**src/rtl/imem_boot_loader.sv**
```systemverilog
`default_nettype none
// +----------------------------------------------------------------------------+
// | Module : imem_boot_loader                                                  |
// | Streams a byte-wide program image into instruction memory as little-endian |
// | 32-bit words and holds the CPU in reset until the whole image is written.  |
// | Optional feature macro: BOOT_CHECKSUM_EN (final byte is a mod-256 sum).    |
// | Revision : 1.0 - initial release                                           |
// +----------------------------------------------------------------------------+
module imem_boot_loader #(
  parameter int MAX_WORDS = 256,
  parameter int ADDR_W    = 8
) (
  input  logic              clk,
  input  logic              rst,
  input  logic              s_valid,
  input  logic [7:0]        s_data,
  input  logic              s_last,
  output logic              s_ready,
  output logic              imem_we,
  output logic [ADDR_W-1:0] imem_waddr,
  output logic [31:0]       imem_wdata,
  output logic              cpu_rst_n,
  output logic              done,
  output logic              err,
  output logic [ADDR_W:0]   word_count
);

  localparam logic [1:0] S_COLLECT = 2'd0;
  localparam logic [1:0] S_WRITE   = 2'd1;
  localparam logic [1:0] S_RELEASE = 2'd2;
  localparam logic [1:0] S_ERROR   = 2'd3;

  localparam logic [ADDR_W:0] c_FULL_COUNT = (ADDR_W+1)'(MAX_WORDS);
  localparam logic [ADDR_W:0] c_ONE        = (ADDR_W+1)'(1);

  logic [1:0]      state_q, state_d;
  logic [1:0]      byte_idx_q, byte_idx_d;
  logic [31:0]     word_q, word_d;
  logic [ADDR_W:0] count_q, count_d;
  logic            last_q, last_d;
`ifdef BOOT_CHECKSUM_EN
  logic [7:0]      sum_q, sum_d;
  logic            chk_ok_q, chk_ok_d;
`endif

  logic        w_full;
  logic        w_accept;
  logic [31:0] w_merged;

  // Memory is full once every word slot has been written; any further byte is an overflow.
  assign w_full   = (count_q == c_FULL_COUNT);
  assign w_accept = s_valid && s_ready;

  // Drop the incoming byte into its little-endian lane of the word being assembled.
  always_comb begin
    w_merged = word_q;
    case (byte_idx_q)
      2'd0:    w_merged[7:0]   = s_data;
      2'd1:    w_merged[15:8]  = s_data;
      2'd2:    w_merged[23:16] = s_data;
      default: w_merged[31:24] = s_data;
    endcase
  end

  // Next-state logic for the collect / write / release / error sequence.
  always_comb begin
    state_d    = state_q;
    byte_idx_d = byte_idx_q;
    word_d     = word_q;
    count_d    = count_q;
    last_d     = last_q;
`ifdef BOOT_CHECKSUM_EN
    sum_d      = sum_q;
    chk_ok_d   = chk_ok_q;
`endif
    case (state_q)
      S_COLLECT: begin
        if (s_valid && w_full) begin
          // Overflow is detected before any write could run past the last word.
          state_d = S_ERROR;
        end else if (w_accept) begin
`ifdef BOOT_CHECKSUM_EN
          if (s_last) begin
            // Checksum byte: compared, never stored.
            last_d   = 1'b1;
            chk_ok_d = (sum_q == s_data);
            if (byte_idx_q == 2'd0) begin
              state_d = (sum_q == s_data) ? S_RELEASE : S_ERROR;
            end else begin
              state_d = S_WRITE;
            end
          end else begin
            word_d     = w_merged;
            sum_d      = sum_q + s_data;
            byte_idx_d = byte_idx_q + 2'd1;
            if (byte_idx_q == 2'd3) begin
              state_d = S_WRITE;
            end
          end
`else
          word_d     = w_merged;
          byte_idx_d = byte_idx_q + 2'd1;
          if (s_last) begin
            last_d = 1'b1;
          end
          if ((byte_idx_q == 2'd3) || s_last) begin
            state_d = S_WRITE;
          end
`endif
        end
      end
      S_WRITE: begin
        count_d    = count_q + c_ONE;
        byte_idx_d = 2'd0;
        word_d     = 32'd0;
        if (last_q) begin
`ifdef BOOT_CHECKSUM_EN
          state_d = chk_ok_q ? S_RELEASE : S_ERROR;
`else
          state_d = S_RELEASE;
`endif
        end else begin
          state_d = S_COLLECT;
        end
      end
      default: begin
        state_d = state_q;
      end
    endcase
  end

  // State registers with synchronous reset back to an empty, CPU-held load.
  always_ff @(posedge clk) begin
    if (rst) begin
      state_q    <= S_COLLECT;
      byte_idx_q <= 2'd0;
      word_q     <= 32'd0;
      count_q    <= '0;
      last_q     <= 1'b0;
`ifdef BOOT_CHECKSUM_EN
      sum_q      <= 8'd0;
      chk_ok_q   <= 1'b0;
`endif
    end else begin
      state_q    <= state_d;
      byte_idx_q <= byte_idx_d;
      word_q     <= word_d;
      count_q    <= count_d;
      last_q     <= last_d;
`ifdef BOOT_CHECKSUM_EN
      sum_q      <= sum_d;
      chk_ok_q   <= chk_ok_d;
`endif
    end
  end

  // Outputs decode directly from state so the write pulse and release line up with it.
  assign s_ready    = (state_q == S_COLLECT) && !w_full;
  assign imem_we    = (state_q == S_WRITE);
  assign imem_waddr = count_q[ADDR_W-1:0];
  assign imem_wdata = word_q;
  assign cpu_rst_n  = (state_q == S_RELEASE);
  assign done       = (state_q == S_RELEASE);
  assign err        = (state_q == S_ERROR);
  assign word_count = count_q;

endmodule
`default_nettype wire
```
**config.mk**
```make
export PLATFORM = sky130hd
export DESIGN_NAME = imem_boot_loader
export DESIGN_NICKNAME = d
export VERILOG_FILES = /design/src/rtl/imem_boot_loader.sv
export SDC_FILE = /design/constraint.sdc
export NUM_CORES = 1
export LEC_CHECK = 0
export ABC_AREA = 1
export CORE_MARGIN = 2
export CORE_UTILIZATION = 50
export DETAILED_ROUTE_END_ITERATION = 16
export MAX_ROUTING_LAYER = met4
export PLACE_DENSITY = 0.82
export SETUP_SLACK_MARGIN = 0.2
export SLEW_MARGIN = 5
export SYNTH_ARGS = -nofsm -noshare
export SYNTH_HDL_FRONTEND = slang
export SYNTH_SLANG_ARGS = --single-unit
export TNS_END_PERCENT = 1
```
**constraint.sdc**
```tcl
create_clock -name clk -period 4 [get_ports clk]
set_input_delay 0.6 -clock clk [delete_from_list [all_inputs] [get_ports clk]]
set_output_delay 0.6 -clock clk [all_outputs]
set_load 0.005 [all_outputs]
```
==> results.sh <==
export IMPL_slowest_stage="clkdlybuf4s50_1"
export IMPL_status="finished clean"
export IMPL_nFillCells=399
export IMPL_grt_overflow=0
export IMPL_via_per_inst=4.94
export IMPL_layout_nets=392
export IMPL_cts_buffers_inserted=5
export IMPL_maxSlewHeadroom_pct=64.5
export IMPL_grt_use_total_pct=21.7
export IMPL_io_buffers=65
export IMPL_fp_coreArea_um2=4320
export IMPL_synth_seq_cells=46
export IMPL_power_mw=1.20
export IMPL_multi_input_area_um2=1010
export IMPL_p_leak_nw=1.30
export IMPL_antenna_found_initial=0
export IMPL_dieArea_um2=4980
export IMPL_gp_congestion=0.834
export IMPL_setup_viol=0
export IMPL_period_share_pct=62.8
export IMPL_drtIter0Drc=146
export IMPL_syn_num_nets=342
export IMPL_rows=24
export IMPL_grt_pass1_vias=1869
export IMPL_cts_buffer_depth=2
export IMPL_insertion_delay_ns=0.29
export IMPL_htree_levels=2
export IMPL_drv_slew=0
export IMPL_dr_pass1_iters=4
export IMPL_critPathCaptureType="output port"
export IMPL_drive_above_1_share_pct=4.27
export IMPL_cp_required_ns=3.40
export IMPL_powerDensity_nw_per_um2=415
export IMPL_rsz0062_at_grt="false"
export IMPL_place_area_um2=2800
export IMPL_syn_avg_cell_area_um2=6.84
export IMPL_synth_area_um2=2210
export IMPL_setup_tns_final_ns=0
export IMPL_wl_um=5010
export IMPL_postCtsResizedCells=0
export IMPL_crit_chain="inv_1 -> ha_1 -> nand3_1 -> nor2_1 -> nor3_1 -> clkdlybuf4s50_1"
export IMPL_min_period_ns=2.51
export IMPL_hpwl_um=3590
export IMPL_ys_types=24
export IMPL_startpoint_type="flip-flop"
export IMPL_cp_slowest_stage_delay_ns=0.53
export IMPL_drc=0
export IMPL_crit_path_max_fanout=5
export IMPL_post_cts_buffers=0
export IMPL_hold_buffers=0
export IMPL_ys_seq_area_share_pct=41.6
export IMPL_grt_max_degree=52
export IMPL_die_h_um=70.6
export IMPL_timing_critical_path_buf_inv=2
export IMPL_cts_tree="built"
export IMPL_path_clk_slew_ns=0.08
export IMPL_ios=66
export IMPL_stdcell_area_um2=2890
export IMPL_vias=2111
export IMPL_path_class="reg -> out"
export IMPL_cts_sinks=46
export IMPL_netlist_instances=324
export IMPL_cp_arrival_ns=1.91
export IMPL_final_hold_violation_count=0
export IMPL_min_path_type="reg -> reg"
export IMPL_critical_path_top_delay_family="buffers and inverters"
export IMPL_initial_core_util_pct=51.2
export IMPL_area_delta_synth_final_pct=30.6
export IMPL_ir_drop_v=0.000249
export IMPL_fin_skew_ns=0.00344
export IMPL_cap_violations=0
export IMPL_ant_nets=0
export IMPL_worst_slew_pin_slew_ns=0.531
export IMPL_cts_root_buf="clkbuf_8"
export IMPL_grt_pass1_wl_um=8450
export IMPL_synth_warnings=0
export IMPL_max_freq_ghz=0.398
export IMPL_die_x_um=70.6
export IMPL_regArea_um2=921
export IMPL_wl_per_cell_um=11.7
export IMPL_n_antenna_cell=0
==> sequential cells by signal (all words and copies together) (netlist names) <==
name        count
imem_wdata     32
word_count      9
last_q          1
byte_idx_q      2
state_q         2
==> placed cells by master, fill, tap and decap left out <==
cell type	synthesis	layout
clkdlybuf4s50_1	0	65
nor3b_1	1	1
inv_2	1	1
nand3_2	1	1
clkinv_2	0	1
buf_4	9	2
o21bai_4	1	1
ha_1	6	6
xor2_1	1	1
nor3_1	5	5
nand3_1	31	31
nand2_2	3	3
nor2_1	60	60
o21ai_0	5	5
nor3_2	1	1
a21oi_1	31	31
nand2_1	69	69
o21a_1	1	1
dfxtp_1	46	46
clkbuf_8	0	6
a211oi_1	1	1
inv_1	35	35
nor4_1	1	1
clkbuf_1	4	1
==> cells by family (layout without fill, tap and decap cells) <==
group / Yosys count / count (layout) / share of synthesized area [%]
AO/OA/AOI/OAI: 39 / 39 / 9.66
buffers and inverters: 60 / 111 / 12.6
XOR/XNOR: 1 / 1 / 0.396
adder cells (fa/ha/maj): 6 / 6 / 3.39
AND/OR/NAND/NOR: 172 / 172 / 32.4
flip-flops: 46 / 46 / 41.6
==> Yosys cell counts <==
cell type  count  area (µm²)
nor4_1         1        6.26
o21bai_4       1        18.8
nand2_1       69         259
nor3_1         5        25.0
buf_2          9        45.0
nor3_2         1        10.0
buf_6          1        11.3
dfxtp_1       46         921
buf_4          9        67.6
nand3_2        1        10.0
o21a_1         1        7.51
inv_2          1        3.75
xor2_1         1        8.76
ha_1           6        75.1
nand3_1       31         155
inv_1         35         131
nand2_2        3        18.8
o21ai_0        5        25.0
clkbuf_2       1        5.00
a211oi_1       1        7.51
clkbuf_1       4        15.0
nor3b_1        1        7.51
a21oi_1       31         155
nor2_1        60         225
==> routing by layer <==
| metal | wire length, µm | global-route usage [%] |
|---|---|---|
| met2 | 2420 | 34.1 |
| met4 | 80 | 7.34 |
| met3 | 313 | 4.42 |
| met1 | 2200 | 28.2 |
| met5 | 0 | - |
==> through the flow <==
step | worst slack [ns] | instances | util, % | hold WS (ns)
after global placement | 1.60 | 419 | 64.8 | 0.451
after global routing | 1.38 | 427 | 66.9 | 0.498
after detailed placement | 1.51 | 419 | 64.8 | 0.460
final | 1.49 | 427 | 66.9 | 0.475
after CTS | 1.49 | 427 | 66.9 | 0.480
after floorplan | 2.39 | 324 | - | 0.441
==> power breakdown <==
part	internal [mW]	leakage [nW]	total (mW)	switching, mW
sequential	0.515	0.377	0.553	0.0381
combinational	0.175	0.874	0.356	0.181
clock	0.140	0.0482	0.290	0.151
==> final timing paths <==
kind                                    from                          end  slack, ns  cells after the start
setup / recovery  word_count[0]$_SDFFE_PP0P_                      s_ready       1.49                      6
hold / removal           last_q$_SDFFE_PP0P_          last_q$_SDFFE_PP0P_       0.47                      1
setup reg to reg  word_count[0]$_SDFFE_PP0P_  imem_wdata[25]$_SDFFE_PP0P_       1.94                     10
hold reg to reg          last_q$_SDFFE_PP0P_          last_q$_SDFFE_PP0P_       0.47                      1
==> layout make-up <==
class | count | share of cell area, %
Clock inverter | 1 | 0.173
Timing Repair Buffer | 67 | 23.0
Inverter | 36 | 4.67
Sequential cell | 46 | 31.8
Clock buffer | 7 | 2.98
Tap cell | 52 | 2.25
Multi-Input combinational cell | 218 | 35.1
No activity file was read; power rests on OpenSTA's default activity.
